<file path="src/rtl/ls_ifill_responder.sv">
// rtl/ls_ifill_responder.sv - local-store responder for instruction line buffer refills
//
// Purpose: on a refill request, reads the 128-byte line holding the requested
// PC from the local store as 8 quadword reads. It assembles the line and
// returns it with a one-cycle fill_valid pulse. The read port is released to
// DMA on any cycle where ls_wr_pending is high.
//
// Optional feature: define LS_IFILL_CWF_EN for critical-quadword-first read
// order. Otherwise quadwords are always read 0..7. Latency is the same in both
// builds.
//
// Bit numbering: the vectors are declared descending. The most significant
// bit is the big-endian bit 0. For example, fill_addr[14:7] is the line index.
// Byte 0 of fill_line and of ls_rd_data sits in the most significant byte.
//
// Ports:
//   clk, reset      clock, synchronous active-high reset
//   fill_req        refill request (level), fill_addr = PC of the missing instruction
//   fill_busy       high from acceptance through the fill_valid cycle
//   fill_valid      one-cycle pulse; fill_line / fill_line_addr valid
//   fill_line       assembled 1024-bit line, natural byte order
//   fill_line_addr  line base address
//   ls_rd_en        local store quadword read strobe
//   ls_rd_addr      quadword-aligned read address
//   ls_rd_data      read data, valid the cycle after ls_rd_en
//   ls_wr_pending   DMA write owns the local store port this cycle
module ls_ifill_responder #(
  parameter int LS_ADDR_W = 15,
  parameter int QW_W      = 128,
  parameter int LINE_W    = 1024
) (
  input  logic                 clk,
  input  logic                 reset,
  input  logic                 fill_req,
  input  logic [LS_ADDR_W-1:0] fill_addr,
  output logic                 fill_busy,
  output logic                 fill_valid,
  output logic [LINE_W-1:0]    fill_line,
  output logic [LS_ADDR_W-1:0] fill_line_addr,
  output logic                 ls_rd_en,
  output logic [LS_ADDR_W-1:0] ls_rd_addr,
  input  logic [QW_W-1:0]      ls_rd_data,
  input  logic                 ls_wr_pending
);

  localparam int BEATS    = LINE_W / QW_W;
  localparam int BEAT_W   = $clog2(BEATS);
  localparam int QW_OFF   = $clog2(QW_W / 8);
  localparam int LINE_OFF = QW_OFF + BEAT_W;
  localparam int QW_LOG   = $clog2(QW_W);

  typedef enum logic [1:0] {
    IDLE,
    READ,
    DRAIN,
    DONE
  } state_t;

  state_t state, state_nxt;

  logic [BEAT_W-1:0] start_beat;
  logic [BEAT_W-1:0] issue_cnt;
  logic [BEAT_W-1:0] issue_beat;
  logic [BEAT_W-1:0] cap_beat;
  logic [BEAT_W-1:0] cap_slot;
  logic              cap_valid;
  logic              accept;
  logic              unused_addr_bits;

  // The issue counter wraps within the line, so the address never leaves the
  // line even when the start beat is non-zero.
  assign issue_beat = start_beat + issue_cnt;
  assign ls_rd_addr = {fill_line_addr[LS_ADDR_W-1:LINE_OFF], issue_beat, {QW_OFF{1'b0}}};
  assign accept     = (state == IDLE) && fill_req;

  // Beat 0 is the most significant quadword of fill_line.
  assign cap_slot = ~cap_beat;

`ifdef LS_IFILL_CWF_EN
  assign unused_addr_bits = ^fill_addr[QW_OFF-1:0];
`else
  assign unused_addr_bits = ^fill_addr[LINE_OFF-1:0];
`endif

  always_comb begin
    state_nxt  = state;
    fill_busy  = (state != IDLE);
    fill_valid = 1'b0;
    ls_rd_en   = 1'b0;
    case (state)
      IDLE: begin
        if (fill_req) state_nxt = READ;
      end
      READ: begin
        if (!ls_wr_pending) begin
          ls_rd_en = 1'b1;
          if (issue_cnt == BEAT_W'(BEATS - 1)) state_nxt = DRAIN;
        end
      end
      DRAIN: begin
        state_nxt = DONE;
      end
      DONE: begin
        fill_valid = 1'b1;
        state_nxt  = IDLE;
      end
      default: begin
        state_nxt = IDLE;
      end
    endcase
  end

  always_ff @(posedge clk) begin
    if (reset) begin
      state          <= IDLE;
      start_beat     <= '0;
      issue_cnt      <= '0;
      cap_valid      <= 1'b0;
      cap_beat       <= '0;
      fill_line_addr <= '0;
      fill_line      <= '0;
    end else begin
      state <= state_nxt;

      if (accept) begin
        fill_line_addr <= {fill_addr[LS_ADDR_W-1:LINE_OFF], {LINE_OFF{1'b0}}};
`ifdef LS_IFILL_CWF_EN
        start_beat     <= fill_addr[LINE_OFF-1:QW_OFF];
`else
        start_beat     <= '0;
`endif
        issue_cnt      <= '0;
      end else if (ls_rd_en) begin
        issue_cnt <= issue_cnt + BEAT_W'(1);
      end

      // Capture runs one cycle behind issue and ignores ls_wr_pending. It
      // remembers which beat each read was for.
      cap_valid <= ls_rd_en;
      cap_beat  <= issue_beat;
      if (cap_valid) begin
        fill_line[{cap_slot, {QW_LOG{1'b0}}} +: QW_W] <= ls_rd_data;
      end
    end
  end

endmodule
</file>
<file path="config.mk">
export PLATFORM = sky130hd
export DESIGN_NAME = ls_ifill_responder
export DESIGN_NICKNAME = d
export VERILOG_FILES = /design/src/rtl/ls_ifill_responder.sv
export SDC_FILE = /design/constraint.sdc
export NUM_CORES = 2
export LEC_CHECK = 0
export ABC_AREA = 0
export CAP_MARGIN = 20
export CORE_AREA = 8 8 468 470
export CTS_CLUSTER_SIZE = 25
export DETAILED_ROUTE_END_ITERATION = 8
export DIE_AREA = 0 0 476 478
export GPL_TIMING_DRIVEN = 0
export PLACE_DENSITY = 0.43
export SETUP_SLACK_MARGIN = 0.2
export SLEW_MARGIN = 20
export SYNTH_ARGS = -nofsm -noshare
export SYNTH_HDL_FRONTEND = slang
export SYNTH_SLANG_ARGS = --single-unit
export TNS_END_PERCENT = 5
</file>
<file path="constraint.sdc">
create_clock -name clk -period 5 [get_ports clk]
set_input_delay 1.25 -clock clk [delete_from_list [all_inputs] [get_ports clk]]
set_output_delay 1.25 -clock clk [all_outputs]
set_load 0.01 [all_outputs]
</file>
==> metrics.cfg <==
[outcome]
outcome=complete, no violations

[layout]
synthToLayoutAreaGrowth_pct=52.6
drive_gt1_frac=0.0813
nNetsFinal=5774
layout_commonest_cell=clkdlybuf4s50_1
final_cell_mix=clkdlybuf4s50_1 (1,185), dfxtp_1 (1,041), nand2_1 (725)
final_util=0.284

[run]
maxCapViolCount=0

[floorplanning]
io_pins=1204
num_rows=169
initial_core_util=0.186
core_um2=211000
die_width_um=476
dieArea_um2=228000
die_y_um=478

[detailed_routing]
drc=0
postRouteAntennaNets=0
vias=40400
wl_per_cell_um=36.2
dr.pass1.iters=5
vias_per_cell=4.71
first_iter_violations=3076
finalWirelength_um=310000

[yosys]
netlist_area_um2=39300
yosysSeqAreaShare=0.530
syn-instance-count=4261
yosys_register_bits=1041
synth.avg_cell_area_um2=9.23
synth_cell_types=41
synth-edff-count=0
synthFlopType=dfxtp_1
synth_warnings=0
async_flop_share=0

[clock_tree]
worstSkewPairLatency_ns=0.82
clockBufferDepth=3
path_clk_slew_ns=0.06
cts_sinks=1041
root_buffer=clkbuf_16
cts_setup_buffers=0
cts_buffers=136
cts_resized=0
htree_levels=4
cts_hold_buf=0
tritoncts=done

[global_routing]
grt_pass1_vias=39700
grt.overflow.total=0
grt_pass1_wl_um=397000
antenna_found_initial=68
track_usage=0.259
grt_max_degree=17

[timing]
max-slew-margin-rel=0.220
setup-violations-final=0
finalMaxSlewViolations=0
rsz0062_at_grt=false
period_share=0.856
final.setup.worst_slack_ns=0.719
skew_ns=0.0378
worstMarginPinSlew_ns=1.17
hold_viol_final=0
fmax_ghz=0.234
min_period_ns=4.28

[power]
p_sw_frac=0.286
pwr-share-clk=0.491
peakVddDrop_v=0.000364
p_int_mw=15.0
comb_power_share=0.106
seqPwrFrac=0.403
power.density_nw_per_um2=350
switchingPower_mw=6.01
p_leak_nw=22.4

[critical_path]
crit_fanout=10
cp-endpoint=fill_line[510]
crit_arrival_ns=5.00
cp-startpoint=cap_beat[1]
worst-r2r-cell-count=9
critPathCaptureType=register
critPathLaunchType=register
r2r-start=cap_beat[1]
path_class=register to register
r2r_slack_ns=0.72
worstReg2RegEnd=fill_line[510]
critPathRequiredTime_ns=5.72

[placed_design]
dp_hpwl_um=250000
gp_congestion=0.871
place_worst_setup_slack_ns=0.149
io_buffers=1185

[worst_hold_path]
min_path_type=register to register

==> layout make-up <==
type	count	area (um^2)
diodes	29	72.6
well taps	2821	3530
repair buffers	1208	12400
plain buffers	459	2040
flip-flops and latches	1041	20800
clock buffers	193	3960
inverters	5	18.8
clock inverters	47	627
fillers	22500	151000
multi-input cells	2766	16600
==> flip-flops by register name, summed over array words and instances, names as in the netlist <==
name	flops
cap_valid	1
issue_cnt	3
fill_line_addr	8
cap_beat	3
state	2
fill_line	1024
==> per-stage QoR <==
step           total power, mW  hold WS, ns  TNS, ns  instance area (um^2)  cells
4_1_cts                   21.2        0.458        0                 60000   8540
6_report                  21.0        0.455        0                 60000   8569
3_3_place_gp              10.8        0.443  -482.50                 54800   8277
3_5_place_dp              10.9        0.447        0                 55400   8300
2_1_floorplan             9.38        0.468        0                 39400   4271
5_1_grt                   21.6        0.468        0                 60000   8546
==> worst min-delay path by stage <==
stage / startpoint / endpoint / cells after the start
2_1_floorplan: state[1] / state[1] / 2
3_3_place_gp: fill_line[886] / fill_line[886] / 2
3_5_place_dp: fill_line[894] / fill_line[894] / 2
4_1_cts: fill_line[706] / fill_line[706] / 2
5_1_grt: fill_line[813] / fill_line[813] / 2
6_report: fill_line[959] / fill_line[959] / 2
==> power by group through the flow <==
stage               logic [mW]  registers (mW)  clock network (mW)
detailed placement        2.24            8.65                   0
CTS                       2.25            8.47                10.5
global placement          2.19            8.65                   0
global route              2.32            8.47                10.8
finish                    2.22            8.47                10.3
floorplan                0.713            8.67                   0
==> logic make-up (layout without fill, tap and decap cells) <==
family	Yosys count	in the layout	synth area share
compound gates	867	867	0.123
xor+xnor	1	1	0.000223
fa+ha+maj	10	10	0.00318
buf+inv	464	1912	0.0508
flops	1041	1041	0.530
mux	499	499	0.127
other cells	1	40	0.0000953
simple gates	1378	1378	0.166
==> Yosys cell counts (22+ instances only) <==
cell type  count  area share
buf_2         69      0.0088
nor4_1        22      0.0035
nand2_1      725       0.069
clkbuf_1     331       0.032
buf_4         25      0.0048
buf_1         24      0.0023
a21oi_1      298       0.038
nand2b_1      48      0.0076
nand3_1      163       0.021
o21ai_0      434       0.055
a31o_2        72       0.016
nand4_1      273       0.043
dfxtp_1     1041        0.53
mux2i_1      499        0.13
nor2b_1       69       0.011
nor3_1        62      0.0079
==> worst max-delay path, cell delays in order (launching register included) <==
cell and delay (ns):
dfxtp_1 0.35, ha_1 0.22, ha_1 0.28, clkbuf_1 0.27, nor2b_1 0.16, buf_2 0.44
buf_2 0.72, clkbuf_1 0.90, nand4_1 0.56, a21oi_1 0.27
==> per-layer routing <==
layer | vias to the layer above | global-route usage | part of all wire
li1 | 17800 | - | -
met1 | 20100 | 0.312 | 0.40
met2 | 2012 | 0.417 | 0.45
met3 | 447 | 0.0936 | 0.10
met4 | 40 | 0.110 | 0.048
met5 | - | 0 | 0.00083
(Power assumes the default switching activity.)
